[src/rtl/sys_bus_arbiter.sv]
// Two-master (icache/dcache) arbiter for the shared system-memory port, grant held from strobe to MReady.
// Optional macro SYS_ARB_ROUND_ROBIN_EN: alternate ties via last_grant; default build gives dcache fixed priority.
module sys_bus_arbiter #(
    parameter int AW = 32,
    parameter int DW = 32
) (
    input  logic          clock,
    input  logic          reset,
    input  logic          IStrobe,
    input  logic [AW-1:0] IAddress,
    output logic [DW-1:0] IData_out,
    output logic          IAck,
    output logic          IReady,
    input  logic          DStrobe,
    input  logic          DRW,
    input  logic [AW-1:0] DAddress,
    input  logic [DW-1:0] DData_in,
    output logic [DW-1:0] DData_out,
    output logic          DAck,
    output logic          DReady,
    output logic          MStrobe,
    output logic          MRW,
    output logic [AW-1:0] MAddress,
    output logic [DW-1:0] MData_in,
    input  logic [DW-1:0] MData_out,
    input  logic          MAck,
    input  logic          MReady,
    output logic          IGrant,
    output logic          DGrant
);

    typedef enum logic [1:0] {
        IDLE    = 2'd0,
        OWN_I   = 2'd1,
        OWN_D   = 2'd2,
        RELEASE = 2'd3
    } state_t;

    state_t r_state;
    state_t w_nextState;
    logic   r_iGrant;
    logic   r_dGrant;
    logic   w_tieToD;

`ifdef SYS_ARB_ROUND_ROBIN_EN
    // 0 = icache finished last, 1 = dcache finished last
    logic r_lastGrantD;

    always_ff @(posedge clock or posedge reset) begin
        if (reset) begin
            r_lastGrantD <= 1'b0;
        end else if (r_state == OWN_I && MReady) begin
            r_lastGrantD <= 1'b0;
        end else if (r_state == OWN_D && MReady) begin
            r_lastGrantD <= 1'b1;
        end
    end

    assign w_tieToD = ~r_lastGrantD;
`else
    assign w_tieToD = 1'b1;
`endif

    always_ff @(posedge clock or posedge reset) begin
        if (reset) begin
            r_state  <= IDLE;
            r_iGrant <= 1'b0;
            r_dGrant <= 1'b0;
        end else begin
            r_state  <= w_nextState;
            r_iGrant <= (w_nextState == OWN_I);
            r_dGrant <= (w_nextState == OWN_D);
        end
    end

    always_comb begin
        w_nextState = r_state;
        case (r_state)
            IDLE: begin
                if (IStrobe && DStrobe) begin
                    w_nextState = w_tieToD ? OWN_D : OWN_I;
                end else if (DStrobe) begin
                    w_nextState = OWN_D;
                end else if (IStrobe) begin
                    w_nextState = OWN_I;
                end
            end
            OWN_I:   if (MReady) w_nextState = RELEASE;
            OWN_D:   if (MReady) w_nextState = RELEASE;
            RELEASE: w_nextState = IDLE;
            default: w_nextState = IDLE;
        endcase
    end

    // Forwarding mux decodes only the registered state, so a strobe never reaches the other master.
    always_comb begin
        MStrobe   = 1'b0;
        MRW       = 1'b1;
        MAddress  = '0;
        MData_in  = '0;
        IAck      = 1'b0;
        IReady    = 1'b0;
        IData_out = '0;
        DAck      = 1'b0;
        DReady    = 1'b0;
        DData_out = '0;
        case (r_state)
            OWN_I: begin
                MStrobe   = IStrobe;
                MAddress  = IAddress;
                IAck      = MAck;
                IReady    = MReady;
                IData_out = MData_out;
            end
            OWN_D: begin
                MStrobe   = DStrobe;
                MRW       = DRW;
                MAddress  = DAddress;
                MData_in  = DData_in;
                DAck      = MAck;
                DReady    = MReady;
                DData_out = MData_out;
            end
            default: ;
        endcase
    end

    assign IGrant = r_iGrant;
    assign DGrant = r_dGrant;

endmodule

[config.mk]
export PLATFORM = sky130hd
export DESIGN_NAME = sys_bus_arbiter
export DESIGN_NICKNAME = d
export VERILOG_FILES = /design/src/rtl/sys_bus_arbiter.sv
export SDC_FILE = /design/constraint.sdc
export NUM_CORES = 1
export LEC_CHECK = 0
export CORE_AREA = 4 4 103 105
export DETAILED_ROUTE_END_ITERATION = 8
export DIE_AREA = 0 0 107 109
export PLACE_DENSITY = 0.59
export SYNTH_ARGS = -nofsm -noshare
export SYNTH_HDL_FRONTEND = slang
export SYNTH_SLANG_ARGS = --single-unit
[constraint.sdc]
create_clock -name clock -period 2.06 [get_ports clock]
set_clock_uncertainty 0.1 [all_clocks]
set_input_delay 0.412 -clock clock [delete_from_list [all_inputs] [get_ports clock]]
set_output_delay 0.412 -clock clock [all_outputs]
set_load 0.1 [all_outputs]
==> results.py <==
metrics = {
    "clock_network": {
        "cts_buffers": 3,
        "clock-sinks": 4,
        "htreeDepth": 1,
        "clkSlewWorstSetupHoldPaths_ns": 0.04,
        "clk_latency_ns": 0.22,
        "cts_max_path_buffers": 2,
        "root_buffer": "clkbuf_8",
        "cts_tree": "yes",
    },
    "timing": {
        "fin_crit_ns": 2.15,
        "drv_slew": 0,
        "setup-tns-final_ns": -4.21,
        "slew_headroom_pct": 75.1,
        "timing.fmax_mhz": 465,
        "setup_ws_ns": -0.0922,
        "tightest_slew_ns": 0.373,
        "final-setup-viol-count": 124,
        "final_hold_viol_count": 0,
        "period_share_pct": 104,
        "rsz0062_at_grt": "true",
    },
    "yosys": {
        "syn_nets": 344,
        "avgSynthCellArea_sq_um": 6.81,
        "synth_area_leaders": "and2_1, a22oi_1, nor2b_1",
        "synthCells": 206,
        "synth_cell_types": 16,
        "synth_simple_gate_area_share_pct": 61.6,
        "synth_top_cell_area_share_pct": 44.6,
        "yosys.area.top_type": "and2_1",
        "synthesis.area_sq_um": 1400,
        "synthMuxAreaShare_pct": 1.43,
        "synth_compound_area_share_pct": 19.6,
        "synth_top_family_by_area": "simple AND/OR/NAND/NOR gates",
        "synth_xor_area_share_pct": 0,
        "yosys.area_share.adder_pct": 2.67,
        "synth-seq-cells": 4,
        "yosysWarnings": 0,
        "ys_seq_area_share_pct": 7.13,
    },
    "routing": {
        "vias": 2607,
        "avgRoutedWirePerCell_um": 19.5,
        "firstDrtPassIters": 4,
        "drt_wl_total_mm": 11.9,
        "vias_per_cell": 4.27,
        "drt_iter0_drc": 64,
        "ant_nets": 0,
        "drc": 0,
    },
    "global_routing": {
        "grt_pass1_wl_mm": 17.1,
        "grt_remaining_overflow": 0,
        "grt.met3_usage_pct": 9.59,
        "grt_usage_pct": 19.1,
        "grt_pass1_vias": 2967,
        "use_met2_pct": 38.7,
        "grt_max_degree": 47,
        "top_usage_layer": "met2",
        "use_met1_pct": 17.3,
        "antenna_found_initial": 0,
    },
    "setup_path": {
        "ff2ff_path_depth": 6,
        "worstSetupStartpointType": "register",
        "worstPathArrival_ns": 1.64,
        "cpMostUsedCell": "buf_12",
        "r2r_start": "r_state[0]",
        "slowest_stage": "dfrtp_1",
        "worstSetupPathType": "reg -> out",
        "cp.depth": 6,
        "cp_cell_sequence": "buf_4 > ha_4 > buf_12 > a22oi_2 > nor2b_4 > buf_12",
        "end_kind": "output port",
        "cp-startpoint": "r_state[1]",
        "cpLargestDelayFamily": "buffers and inverters",
        "crit_buf_inv": 3,
        "cp.required_ns": 1.55,
        "path_max_fanout": 17,
        "max_stage_delay_ns": 0.39,
    },
    "cells_and_area": {
        "finalNetCount": 617,
        "drive_gt1_share_pct": 69.9,
        "syn_to_final_growth_pct": 367,
        "nFillCells": 769,
        "n_antenna_cell": 0,
    },
    "die": {
        "die_area_sq_um": 11700,
        "rows": 36,
        "core_area_sq_um": 9640,
        "die_y_um": 109,
        "die_x_um": 107,
        "start_util_pct": 14.6,
        "io_pins": 271,
    },
    "place": {
        "io_buffers": 270,
        "hpwl_mm": 9.58,
        "globalplace.congestion": 0.781,
    },
    "run": {
        "maxCapViolations": 0,
    },
    "min_path": {
        "hp-class": "in -> async",
    },
    "run_status": {
        "outcome": "complete, but fails checks",
        "failed_checks": "setup timing",
    },
}
## layer usage
layer	wire length, um	up-vias
met2	6840	144
li1	-	1222
met4	112	0
met3	1340	8
met1	3590	1233
met5	0	-
## cells in the mapped netlist
cell type,count
buf_2,3
a22oi_1,33
a211oi_2,1
clkinv_1,1
and2_1,100
and3b_2,1
nor2b_1,35
clkinv_8,1
ha_1,3
clkbuf_1,18
inv_1,1
a221oi_2,1
dfrtp_1,4
nor2_1,1
mux2i_1,2
nand2b_1,1
## flip-flops by register name (all words and copies together) (netlist names)
name	count
IGrant	1
r_state	2
DGrant	1
## timing repair
item / in CTS / in global routing
hold endpoints to repair: 0 / 0
resized for setup: 45 / 8
hold buffers: 0 / 0
buffers inserted: 0 / 3
pin swaps: 2 / 4
setup endpoints to repair: 108 / 133
gates cloned: 4 / 4
## cell families (layout without fill, tap and decap cells)
family / Yosys count / in the layout
flops: 4 / 4
mux: 2 / 2
simple gates: 138 / 138
fa+ha+maj: 3 / 3
buf+inv: 24 / 296
compound gates: 35 / 35
## path summary, 6_finish.rpt
path,endpoint,slack (ns)
max,MAddress[29],-0.09
min,r_state[1],0.29
max reg2reg,IGrant,0.28
min reg2reg,r_state[1],0.53
max in group asynchronous,r_state[0],1.40
min in group clock,r_state[1],0.53
## layout by cell type, fill, tap and decap left out, types with 2 or more instances in the layout
master and n:
buf_12 140, clkdlybuf4s50_1 134, and2_2 75, a22oi_2 33, nor2b_4 33, and2_4 25, buf_4 4, dfrtp_1 3
ha_4 3, clkbuf_8 3, buf_16 3, clkbuf_16 3, buf_6 3, mux2i_1 2, nor2b_1 2
## layout make-up
cell class,instances,area [sq um],area share (%)
tap,133,166,2.54
multi-input combinational,178,1810,27.6
sequential,4,101,1.55
clock buffer,4,45.0,0.687
inverter,3,25.0,0.382
timing repair buffer,289,4410,67.3
## stage by stage
step	utilization, %	hold slack, ns	worst slack, ns	cell area [sq um]	std cells
2_1_floorplan	-	0.0780	-0.137	1850	206
3_3_place_gp	63.0	0.516	0.0570	6070	596
3_5_place_dp	63.0	0.525	0.0374	6070	596
4_1_cts	66.8	0.289	-0.115	6440	604
5_1_grt	68.0	0.305	-0.152	6560	611
6_report	68.0	0.288	-0.0922	6560	611
Power is not shown: default switching activity piles up to over one toggle a cycle in this logic, so the estimate is an artifact.
